$ cat config.mk
export PLATFORM = sky130hd
export DESIGN_NAME = branch_resolve_unit
export DESIGN_NICKNAME = d
export VERILOG_FILES = /design/src/rtl/branch_resolve_unit.sv
export SDC_FILE = /design/constraint.sdc
export NUM_CORES = 1
export LEC_CHECK = 0
export BUFFER_PORTS_ARGS = -buffer_cell sky130_fd_sc_hd__buf_2
export CAP_MARGIN = 5
export CORE_MARGIN = 4
export CORE_UTILIZATION = 36
export CTS_CLUSTER_DIAMETER = 150
export CTS_CLUSTER_SIZE = 16
export DETAILED_ROUTE_END_ITERATION = 16
export PLACE_DENSITY = 0.7
export SETUP_SLACK_MARGIN = 0.4
export SLEW_MARGIN = 15
export SYNTH_ARGS = -nofsm -noshare
export SYNTH_HDL_FRONTEND = slang
export SYNTH_SLANG_ARGS = --single-unit
$ cat constraint.sdc
create_clock -name Clk -period 4.5 [get_ports Clk]
set_input_delay 0.675 -clock Clk [delete_from_list [all_inputs] [get_ports Clk]]
set_output_delay 0.675 -clock Clk [all_outputs]
set_load 0.03 [all_outputs]
$ cat src/rtl/branch_resolve_unit.sv
// Branch resolution for the EX stage.
//
// Decides taken/not-taken from the branch_comp flags and funct3, compares the
// result with the fetch-stage prediction, and on a mispredict sends one
// registered redirect to fetch over a valid/ready handshake. IF/ID is then
// flushed for FLUSH_CYCLES more cycles. Saturating counters record accepted
// branches and mispredicts.
//
// Ports:
//   Clk, Reset_N          clock, asynchronous active-low reset
//   Br_Valid/Br_Jump      EX holds a branch / an unconditional jump
//   Br_Funct3             B-type funct3
//   Branch_Equal/Lt       comparison flags from branch_comp
//   Branch_Un_Ctrl        unsigned-compare select back to branch_comp
//   Pred_Taken            prediction made in fetch
//   Br_Pc/Br_Target       branch PC and computed taken target
//   Redirect_*            corrected-PC handshake towards fetch
//   Flush/Stall_Ex        kill IF/ID, hold EX while a redirect is in flight
//   Illegal_Br            one-cycle pulse for reserved funct3 010/011
//   Branch_Count          accepted branches/jumps (saturating)
//   Mispredict_Count      accepted mispredicts (saturating)
module branch_resolve_unit #(
  parameter int unsigned XLEN         = 32,
  parameter int unsigned FLUSH_CYCLES = 2,
  parameter int unsigned CNT_W        = 16
) (
  input  logic             Clk,
  input  logic             Reset_N,
  input  logic             Br_Valid,
  input  logic             Br_Jump,
  input  logic [2:0]       Br_Funct3,
  input  logic             Branch_Equal,
  input  logic             Branch_Lt,
  input  logic             Pred_Taken,
  input  logic [XLEN-1:0]  Br_Pc,
  input  logic [XLEN-1:0]  Br_Target,
  output logic             Branch_Un_Ctrl,
  output logic             Redirect_Valid,
  input  logic             Redirect_Ready,
  output logic [XLEN-1:0]  Redirect_Pc,
  output logic             Flush,
  output logic             Stall_Ex,
  output logic             Illegal_Br,
  output logic [CNT_W-1:0] Branch_Count,
  output logic [CNT_W-1:0] Mispredict_Count
);

  typedef enum logic [1:0] {StIdle, StRedirect, StFlush} state_e;

  // Down-counter reload; FLUSH_CYCLES=0 never enters StFlush so the value is unused there.
  localparam logic [3:0]       FlushLoad = (FLUSH_CYCLES > 0) ? 4'(FLUSH_CYCLES - 1) : 4'd0;
  localparam logic [CNT_W-1:0] CntMax    = '1;

  state_e           state_q, state_d;
  logic [3:0]       flush_cnt_q, flush_cnt_d;
  logic [XLEN-1:0]  redirect_pc_q, redirect_pc_d;
  logic             illegal_q, illegal_d;
  logic [CNT_W-1:0] br_cnt_q, br_cnt_d;
  logic [CNT_W-1:0] mis_cnt_q, mis_cnt_d;

  logic             accept;
  logic             cond_taken;
  logic             illegal_f3;
  logic             taken;
  logic             mispredict;
  logic [XLEN-1:0]  correct_pc;

  // Unsigned compare for BLTU/BGEU only.
  assign Branch_Un_Ctrl = (Br_Funct3[2:1] == 2'b11);

  always_comb begin
    cond_taken = 1'b0;
    illegal_f3 = 1'b0;
    case (Br_Funct3)
      3'b000:         cond_taken = Branch_Equal;
      3'b001:         cond_taken = ~Branch_Equal;
      3'b100, 3'b110: cond_taken = Branch_Lt;
      3'b101, 3'b111: cond_taken = ~Branch_Lt;
      default:        illegal_f3 = 1'b1;
    endcase
  end

  assign accept     = Br_Valid && (state_q == StIdle);
  assign taken      = Br_Jump | cond_taken;
  assign mispredict = taken ^ Pred_Taken;
  // Fall-through wraps modulo 2^XLEN.
  assign correct_pc = taken ? Br_Target : (Br_Pc + XLEN'(4));

  // State register.
  always_ff @(posedge Clk or negedge Reset_N) begin
    if (!Reset_N) begin
      state_q       <= StIdle;
      flush_cnt_q   <= 4'd0;
      redirect_pc_q <= '0;
      illegal_q     <= 1'b0;
      br_cnt_q      <= '0;
      mis_cnt_q     <= '0;
    end else begin
      state_q       <= state_d;
      flush_cnt_q   <= flush_cnt_d;
      redirect_pc_q <= redirect_pc_d;
      illegal_q     <= illegal_d;
      br_cnt_q      <= br_cnt_d;
      mis_cnt_q     <= mis_cnt_d;
    end
  end

  // Next-state logic.
  always_comb begin
    state_d       = state_q;
    flush_cnt_d   = flush_cnt_q;
    redirect_pc_d = redirect_pc_q;
    unique case (state_q)
      StIdle: begin
        if (accept && mispredict) begin
          redirect_pc_d = correct_pc;
          state_d       = StRedirect;
        end
      end
      StRedirect: begin
        if (Redirect_Ready) begin
          if (FLUSH_CYCLES == 0) begin
            state_d = StIdle;
          end else begin
            state_d     = StFlush;
            flush_cnt_d = FlushLoad;
          end
        end
      end
      StFlush: begin
        if (flush_cnt_q == 4'd0) begin
          state_d = StIdle;
        end else begin
          flush_cnt_d = flush_cnt_q - 4'd1;
        end
      end
      default: state_d = StIdle;
    endcase
  end

  // Counters and illegal pulse.
  always_comb begin
    br_cnt_d  = br_cnt_q;
    mis_cnt_d = mis_cnt_q;
    illegal_d = accept && !Br_Jump && illegal_f3;
    if (accept && (br_cnt_q != CntMax)) begin
      br_cnt_d = br_cnt_q + 1'b1;
    end
    if (accept && mispredict && (mis_cnt_q != CntMax)) begin
      mis_cnt_d = mis_cnt_q + 1'b1;
    end
  end

  // Outputs, all decoded from registered state.
  always_comb begin
    Redirect_Valid   = (state_q == StRedirect);
    Flush            = (state_q != StIdle);
    Stall_Ex         = (state_q != StIdle);
    Redirect_Pc      = redirect_pc_q;
    Illegal_Br       = illegal_q;
    Branch_Count     = br_cnt_q;
    Mispredict_Count = mis_cnt_q;
  end

endmodule

==> impl_metrics.yaml <==
run_status:
  status: "completed"
route:
  avgRoutedWirePerCell_um: 17.8
  ant_nets: 0
  drt_iter0_drc: 288
  vias_per_cell: 5.63
  vias: 4185
  drt-total-wl_mm: 13.2
  drc: 0
  drt-pass1-iter-count: 4
power_and_ir_drop:
  p_sw_share_pct: 44.1
  power_uw: 3220
  combPwrFrac_pct: 42.2
  switchingPower_uw: 1420
  power.share.clock_pct: 24.1
  peakVddDrop_mv: 0.413
  leakage_uw: 0.00254
  power.density_nw_per_um2: 589
  p_int_uw: 1800
  pwr-share-seq_pct: 33.7
critical_path:
  path_delay_family: "compound AO/OA/AOI/OAI gates"
  rrSetupSlack_ns: 2.13
  critPathLaunch: "Br_Funct3[0]"
  r2r_cells: 6
  cp_cell_sequence: "buf_2, xor2_1, a221o_1, nor2_1, o21ai_2, buf_4, mux2_2"
  cp_data_arrival_time_ns: 2.79
  worst-path-buf-inv: 2
  startpoint_type: "primary input"
  crit_type: "in2reg"
  cp.depth: 7
  slowest_stage: "a221o_1"
  rr_startpoint: "state_q[1]$_DFFE_PN0P_"
  crit_path_end_kind: "flop"
  critPathRequiredTime_ns: 4.72
  crit_fanout: 16
  endpoint: "Redirect_Pc[7]$_DFFE_PN0P_"
  crit_path_max_incr_delay_ns: 0.60
  r2r-end: "Branch_Count[13]$_DFFE_PN0P_"
yosys:
  synth_ff_type: "dfrtp_1"
  synth-edff-count: 0
  synth_area_sq_um: 4270
  ys_seq_elements: 71
  async_reset_ff_share_pct: 100
  synthTopCellsByCount: "71 x dfrtp_1, 34 x nand2_1, 31 x xor2_1, 29 x nor2_1, 24 x nand3_1"
  synth.most_common_cell: "dfrtp_1"
  syn_nets: 536
  ys_seq_area_share_pct: 41.6
  syn_avg_cell_area_sq_um: 9.35
  post_synth_num_cell_types: 55
  synth_area_leaders: "dfrtp_1 42%, xor2_1 6.4%, xnor2_1 3.1%"
  synth_top_area_cell: "dfrtp_1"
  syn_inst: 457
  synth_top_area_share_pct: 41.6
  yosys_warnings: 0
hold_path:
  hold_class: "in2async"
clock_tree:
  htreeDepth: 3
  cts_made_buffers: 9
  cts_root_buf: "clkbuf_16"
  cts_tree: "built"
  cts.clk_slew.worst_paths_ns: 0.06
  cts_max_path_buffers: 2
  post_cts_buffers: 0
  cts_sinks: 71
  ctsHoldBuffers: 0
  ctsResizeCount: 0
  clock_latency_ns: 0.34
cells_and_area:
  nets: 674
  final_core_util_pct: 47.4
  drive_gt1_share_pct: 31.0
  antennaDiodeCount: 0
  area_growth_pct: 27.9
global_route:
  grt_start_max_net_pins: 72
  top_usage_layer: "met2"
  grt_pass1_wl_mm: 20.8
  antenna_found_initial: 0
  grtUsageMet2_pct: 32.5
  grt_pass1_vias: 4113
  grtUsageTotal_pct: 19.7
  groute.layer.met1.usage_pct: 24.8
  grt_overflow: 0
  use_met3_pct: 4.22
timing:
  tns_ns: 0
  setup_violations: 0
  finalHoldViolations: 0
  fin_crit_ns: 2.57
  max_freq_ghz: 0.389
  slew_headroom_pct: 31.3
  tightest_slew_ns: 1.02
  rsz0062_at_grt: "false"
  hold_slack_ns: 0.481
  final.setup_skew_ns: 0.00401
  timing_max_transition_violations_final: 0
  fin_crit_sh_pct: 57.2
die:
  die_w_um: 117
  die_h_um: 117
  initial_core_util_pct: 37.1
  core_sq_um: 11500
  die_area_sq_um: 13700
  fp-row-count: 39
  io_pins: 144
place:
  hpwl_mm: 10.1
  routabilityCongestion: 0.939
  io_buffers: 143
run:
  cap_violations: 0
## worst min-delay path by stage
stage                                    start  slack, ns                               to
5_1_grt           Branch_Count[15]$_DFFE_PN0P_       0.51     Branch_Count[15]$_DFFE_PN0P_
3_5_place_dp       Redirect_Pc[20]$_DFFE_PN0P_       0.47      Redirect_Pc[20]$_DFFE_PN0P_
6_report                               Reset_N       0.48      Redirect_Pc[31]$_DFFE_PN0P_
4_1_cts        Mispredict_Count[5]$_DFFE_PN0P_       0.49  Mispredict_Count[5]$_DFFE_PN0P_
2_1_floorplan                          Reset_N       0.38      Branch_Count[0]$_DFFE_PN0P_
3_3_place_gp       Redirect_Pc[20]$_DFFE_PN0P_       0.47      Redirect_Pc[20]$_DFFE_PN0P_
## cell usage in the layout (no fill, tap or decap), types with 3 or more instances in the layout
cell,instances
a21oi_1,13
a221o_1,6
a22oi_1,5
a31oi_1,5
and2_1,8
and3_1,12
and4_1,10
buf_2,142
buf_4,8
clkbuf_16,9
dfrtp_1,71
ha_1,4
inv_1,9
mux2_1,7
mux2i_1,6
nand2_1,34
nand3_1,24
nand4_1,19
nor2_1,29
nor3_1,21
nor3b_1,3
nor4_1,11
nor4_2,8
nor4b_1,3
o21a_1,4
o21ai_0,16
o21ai_1,12
o22ai_1,4
o2bb2ai_1,5
o31ai_1,5
o32ai_1,3
or3_1,4
xnor2_1,14
xor2_1,31
## layer usage
layer	wire (um)	part of all wire, %	vias up
met1	5590	42	2017
met2	6340	48	158
li1	-	-	1985
met4	371	2.8	0
met3	944	7.1	25
met5	0	0	-
## power groups by stage
stage	Sequential [uW]	Combinational, uW	Clock, uW
final	1080	1360	775
after global routing	1120	1470	824
after CTS	1080	1370	795
after floorplan	1470	516	0
after detailed placement	1090	1370	0
after global placement	1080	1340	0
## state kept, by name, indices dropped and copies added, names as in the netlist
register          flops
Mispredict_Count     16
flush_cnt_q           4
Illegal_Br            1
Branch_Count         16
Redirect_Pc          32
state_q               2
## cell families after synthesis
kind of cell / synth area share (%)
flip-flops: 41.6
adder cells (fa/ha/maj): 1.17
XOR/XNOR: 9.43
AND/OR/NAND/NOR: 26.2
AO/OA/AOI/OAI: 14.7
buffers and inverters: 3.10
multiplexers: 3.78
## through the flow
stage | cells | setup slack, ns | area (sq um)
3_5_place_dp | 727 | 1.65 | 5140
2_1_floorplan | 457 | 2.26 | 4270
5_1_grt | 743 | 1.79 | 5460
4_1_cts | 743 | 1.96 | 5460
3_3_place_gp | 727 | 1.71 | 5140
6_report | 743 | 1.93 | 5460
## cell type report
type,count,area [sq um]
multi-input combinational,353,2380
tap,143,179
fill,1126,6050
timing repair buffer,150,771
clock buffer,10,229
inverter,10,37.5
clock inverter,6,92.6
sequential,71,1780
(Power assumes the default switching activity.)
